`src/rtl/instruction_fetch_sequencer.sv`:
```
// Fetch-stage controller: reads a 16-bit instruction as two bytes at PC, then dispatches it with a valid/done handshake.
// Optional HALT opcode detection is built when HALT_DETECT_EN is defined.
module instruction_fetch_sequencer #(
    parameter logic [1:0] PC_OUTD_SEL = 2'b00,
    parameter logic [2:0] PC_REGSEL   = 3'b100,
    parameter logic [1:0] ARF_INC     = 2'b01,
    parameter logic [5:0] HALT_OPCODE = 6'h3F
) (
    input  logic        clk_i,
    input  logic        reset_i,
    input  logic        run_i,
    input  logic [15:0] ir_out_i,
    input  logic        exec_done_i,
    output logic        mem_cs_o,
    output logic        mem_wr_o,
    output logic [1:0]  arf_outd_sel_o,
    output logic [2:0]  arf_reg_sel_o,
    output logic [1:0]  arf_fun_sel_o,
    output logic        ir_write_o,
    output logic        ir_lh_o,
    output logic        instr_valid_o,
    output logic        halted_o,
    output logic [15:0] fetch_count_o
);

`ifdef HALT_DETECT_EN
    typedef enum logic [2:0] {
        S_IDLE     = 3'd0,
        S_FETCH_LO = 3'd1,
        S_FETCH_HI = 3'd2,
        S_DISPATCH = 3'd3,
        S_HALT     = 3'd4
    } state_t;
`else
    typedef enum logic [2:0] {
        S_IDLE     = 3'd0,
        S_FETCH_LO = 3'd1,
        S_FETCH_HI = 3'd2,
        S_DISPATCH = 3'd3
    } state_t;
`endif

    state_t      state_q;
    state_t      state_d;
    logic [15:0] fetch_count_q;
    logic [15:0] fetch_count_d;
    logic        unused_ir_s;

    // Address source, write strobe and ARF function never change: only PC is ever read and incremented.
    assign mem_wr_o       = 1'b0;
    assign arf_outd_sel_o = PC_OUTD_SEL;
    assign arf_fun_sel_o  = ARF_INC;
    assign fetch_count_o  = fetch_count_q;
    assign unused_ir_s    = ^ir_out_i;

    // State and dispatch counter registers with synchronous reset.
    always_ff @(posedge clk_i) begin
        if (reset_i) begin
            state_q       <= S_IDLE;
            fetch_count_q <= 16'h0000;
        end else begin
            state_q       <= state_d;
            fetch_count_q <= fetch_count_d;
        end
    end

    // Next-state, counter update and Moore output decode of the current state.
    always_comb begin
        state_d         = state_q;
        fetch_count_d   = fetch_count_q;
        mem_cs_o        = 1'b1;
        arf_reg_sel_o   = 3'b000;
        ir_write_o      = 1'b0;
        ir_lh_o         = 1'b0;
        instr_valid_o   = 1'b0;
        halted_o        = 1'b0;
        case (state_q)
            S_IDLE: begin
                if (run_i) begin
                    state_d = S_FETCH_LO;
                end else begin
                    state_d = S_IDLE;
                end
            end
            S_FETCH_LO: begin
                mem_cs_o      = 1'b0;
                ir_write_o    = 1'b1;
                arf_reg_sel_o = PC_REGSEL;
                state_d       = S_FETCH_HI;
            end
            S_FETCH_HI: begin
                mem_cs_o      = 1'b0;
                ir_write_o    = 1'b1;
                ir_lh_o       = 1'b1;
                arf_reg_sel_o = PC_REGSEL;
                state_d       = S_DISPATCH;
            end
            S_DISPATCH: begin
`ifdef HALT_DETECT_EN
                // A HALT instruction is counted but never offered to the execute stage.
                if (ir_out_i[15:10] == HALT_OPCODE) begin
                    fetch_count_d = fetch_count_q + 16'd1;
                    state_d       = S_HALT;
                end else begin
`endif
                    instr_valid_o = 1'b1;
                    if (exec_done_i) begin
                        fetch_count_d = fetch_count_q + 16'd1;
                        if (run_i) begin
                            state_d = S_FETCH_LO;
                        end else begin
                            state_d = S_IDLE;
                        end
                    end else begin
                        state_d = S_DISPATCH;
                    end
`ifdef HALT_DETECT_EN
                end
`endif
            end
`ifdef HALT_DETECT_EN
            S_HALT: begin
                halted_o = 1'b1;
                state_d  = S_HALT;
            end
`endif
            default: begin
                state_d = S_IDLE;
            end
        endcase
    end

endmodule

```
`config.mk`:
```
export PLATFORM = sky130hd
export DESIGN_NAME = instruction_fetch_sequencer
export DESIGN_NICKNAME = d
export VERILOG_FILES = /design/src/rtl/instruction_fetch_sequencer.sv
export SDC_FILE = /design/constraint.sdc
export NUM_CORES = 1
export LEC_CHECK = 0
export CAP_MARGIN = 20
export CORE_MARGIN = 1.5
export CORE_UTILIZATION = 37
export CTS_BUF_LIST = sky130_fd_sc_hd__clkbuf_4 sky130_fd_sc_hd__clkbuf_8
export DETAILED_ROUTE_END_ITERATION = 8
export PLACE_DENSITY_LB_ADDON = 0.12
export RECOVER_POWER = 25
export REMOVE_ABC_BUFFERS = 1
export SLEW_MARGIN = 10
export SYNTH_ARGS = -nofsm -noshare
export SYNTH_HDL_FRONTEND = slang
export SYNTH_SLANG_ARGS = --single-unit
```
`constraint.sdc`:
```
create_clock -name clk_i -period 1.6 [get_ports clk_i]
set_input_delay 0.32 -clock clk_i [delete_from_list [all_inputs] [get_ports clk_i]]
set_output_delay 0.32 -clock clk_i [all_outputs]
set_load 0.01 [all_outputs]
```
==> results of run 1 <==
## path summary, 6_finish.rpt
kind                                        from  depth (start not counted)           endpoint  slack (ns)
worst min-delay path            fetch_count_o[6]                          2   fetch_count_o[6]        0.52
worst max register to register        state_q[0]                          6  fetch_count_o[15]        0.06
worst max-delay path            fetch_count_o[3]                          1   fetch_count_o[3]        0.05
worst min register to register  fetch_count_o[6]                          2   fetch_count_o[6]        0.52
## state kept, by name (all words and copies together), names as in the netlist
register	count
fetch_count_o	16
state_q	2
## per-layer routing
metal	wire length [um]	vias up	track usage [%]
met2	993	23	24.7
met5	0	-	0
met3	107	2	4.92
li1	-	440	-
met4	15	0	2.50
met1	958	392	20.9
## cell usage in the layout, fill, tap and decap left out, types with 2 or more instances in the layout
cell,instances
nor2_1,19
buf_4,15
clkdlybuf4s50_1,14
dfxtp_2,9
xnor2_1,8
conb_1,8
dfxtp_1,8
nand3_1,6
inv_1,5
a21oi_1,5
nand4_1,4
ha_1,4
dlygate4sd2_1,4
nand2_1,3
nor2b_1,3
xor2_1,3
clkbuf_4,3
inv_2,2
mux2_2,2
nor3_1,2
ha_4,2
clkdlybuf4s15_1,2
buf_2,2
## synthesized netlist by cell type, drive strengths merged
| cell type | count |
|---|---|
| nor2 | 19 |
| dfxtp | 18 |
| buf | 9 |
| xnor2 | 8 |
| inv | 7 |
| nand3 | 7 |
| ha | 6 |
| a21oi | 5 |
| nand4 | 5 |
| and4 | 3 |
| mux2 | 3 |
| nand2 | 3 |
| nor2b | 3 |
| xor2 | 3 |
| clkbuf | 2 |
| conb | 2 |
| nor3 | 2 |
| nor4 | 2 |
| and2 | 1 |
| and4bb | 1 |
| o211ai | 1 |
| o21ai | 1 |
| or3 | 1 |
## area by class of cell
type	instances	area, um^2	share of cell area, %
clock buffers	4	36.3	2.57
flip-flops and latches	18	375	26.5
multi-input cells	82	568	40.2
inverters	7	26.3	1.86
well taps	30	37.5	2.65
repair buffers	42	370	26.2
## kinds of logic after synthesis
logic type,Yosys count,share of synthesized area [%]
AOI/OAI and AO/OA,7,3.85
xor gates and xnor gates,11,9.87
adders and majority gates,6,7.69
and+or+nand+nor,47,26.7
other,2,0.770
DFF,18,36.9
muxes,3,3.85
buffers and inverters,18,10.4
## what timing repair did
action	4_1_cts	5_1_grt
setup endpoints to repair	12	14
buffers inserted	1	0
gates resized for setup	21	18
pin swaps	0	1
## per-stage QoR
| stage | setup slack [ns] | TNS (ns) | power [mW] |
|---|---|---|---|
| 6_report | 0.0534 | 0 | 0.906 |
| 4_1_cts | -0.0443 | -0.144 | 0.905 |
| 3_5_place_dp | -0.239 | -1.19 | 0.631 |
| 5_1_grt | 0.00241 | 0 | 0.959 |
| 2_1_floorplan | 0.0135 | 0 | 0.533 |
| 3_3_place_gp | -0.214 | -0.930 | 0.627 |
## report_power, final
| part | switching [mW] | internal [mW] | total [mW] |
|---|---|---|---|
| registers | 0.00874 | 0.456 | 0.465 |
| logic | 0.0786 | 0.0811 | 0.160 |
| clock network | 0.143 | 0.139 | 0.282 |
==> results.sh, run 1 <==
export IMPL_status="completed"
export IMPL_syn_avg_cell_area_um2=8.71
export IMPL_hold_ws_ns=0.519
export IMPL_fmax_ghz=0.647
export IMPL_grt_pass1_wl_mm=3.32
export IMPL_synthTopCellsByArea="dfxtp_1 37%, ha_1 7.7%, nor2_1 7.3%"
export IMPL_rsz0062_at_grt="no"
export IMPL_wl_per_cell_um=11.3
export IMPL_powerDensity_nw_per_um2=641
export IMPL_worstSetupPathType="flip-flop to output pin"
export IMPL_rows=18
export IMPL_cts_buffer_depth=2
export IMPL_clock_sinks=18
export IMPL_finalWeightedCongestion=0.693
export IMPL_critPathBufInv=1
export IMPL_firstDrtPassIters=4
export IMPL_cap_violations=0
export IMPL_hold_buffers=0
export IMPL_stdcell_area_um2=1410
export IMPL_crit_path_max_fanout=3
export IMPL_critPathRequiredTime_ns=1.28
export IMPL_clock_skew_ns=0.00810
export IMPL_clk_latency_ns=0.29
export IMPL_syn_to_final_growth_pct=44.9
export IMPL_cp_arrival_ns=1.23
export IMPL_viasPerCell=4.68
export IMPL_port_buffer_count=24
export IMPL_ys_warn_count=0
export IMPL_cpMaxStageDelayCell="clkdlybuf4s50_1"
export IMPL_netlist_area_leader_share_pct=36.9
export IMPL_dieWidth_um=54.4
export IMPL_fin_crit_sh_pct=96.7
export IMPL_ys_seq_area_share_pct=36.9
export IMPL_synth_area_um2=976
export IMPL_synth_area_leader_cell="dfxtp_1"
export IMPL_tritoncts="yes"
export IMPL_p_leak_nw=0.608
export IMPL_cts_inserted_buffers=3
export IMPL_dp_hpwl_mm=1.51
export IMPL_nets=180
export IMPL_grt_max_degree=22
export IMPL_final_util_pct=57.1
export IMPL_grtUsageTotal_pct=15.5
export IMPL_num_io_pins=49
export IMPL_placed_area_um2=1340
export IMPL_core_area_um2=2480
export IMPL_hold_violations=0
export IMPL_worstPathCellList="clkdlybuf4s50_1"
export IMPL_routed_wl_mm=2.07
export IMPL_final_max_slew_viol_count=0
export IMPL_layout_min_cycle_time_ns=1.55
export IMPL_grt_pass1_vias=751
export IMPL_drcViolationCount=0
export IMPL_synthCells=112
export IMPL_htreeDepth=1
export IMPL_synth_seq_cells=18
export IMPL_gr_total_overflow=0
export IMPL_drive_gt1_share_pct=30.7
export IMPL_dp_cells=178
export IMPL_start_util_pct=39.4
export IMPL_clk_pin_slew_ns=0.11
export IMPL_worstSetupStartpointType="flip-flop"
export IMPL_grt_antenna_before_repair=0
export IMPL_die_y_um=54.4
export IMPL_setup_violations=0
export IMPL_cp_slowest_stage_delay_ns=0.55
export IMPL_end_kind="output pin"
export IMPL_diodes=0
export IMPL_ant_nets=0
export IMPL_drt_initial_drc_count=13
export IMPL_dieArea_um2=2960
export IMPL_nFillCells=246
export IMPL_via_count=857
export IMPL_cts_root_buf="clkbuf_4"
export IMPL_max_vdd_ir_drop_mv=0.467
export IMPL_synth_cell_type_count=28
export IMPL_stdcell_count=183
export IMPL_cpLargestDelayFamily="buffers and inverters"
export IMPL_hold_class="flip-flop to flip-flop"
Power figures use the tool's default switching activity.
==> run 2: changes to the inputs <==
--- a/config.mk
+++ b/config.mk
@@ -9,6 +9,7 @@
 export CORE_MARGIN = 1.5
 export CORE_UTILIZATION = 37
 export CTS_BUF_LIST = sky130_fd_sc_hd__clkbuf_4 sky130_fd_sc_hd__clkbuf_8
+export CTS_CLUSTER_DIAMETER = 200
 export DETAILED_ROUTE_END_ITERATION = 8
 export PLACE_DENSITY_LB_ADDON = 0.12
 export RECOVER_POWER = 25
==> results of run 2 <==
Same layout as run 1: the final DEF is identical, and so are final timing and power.
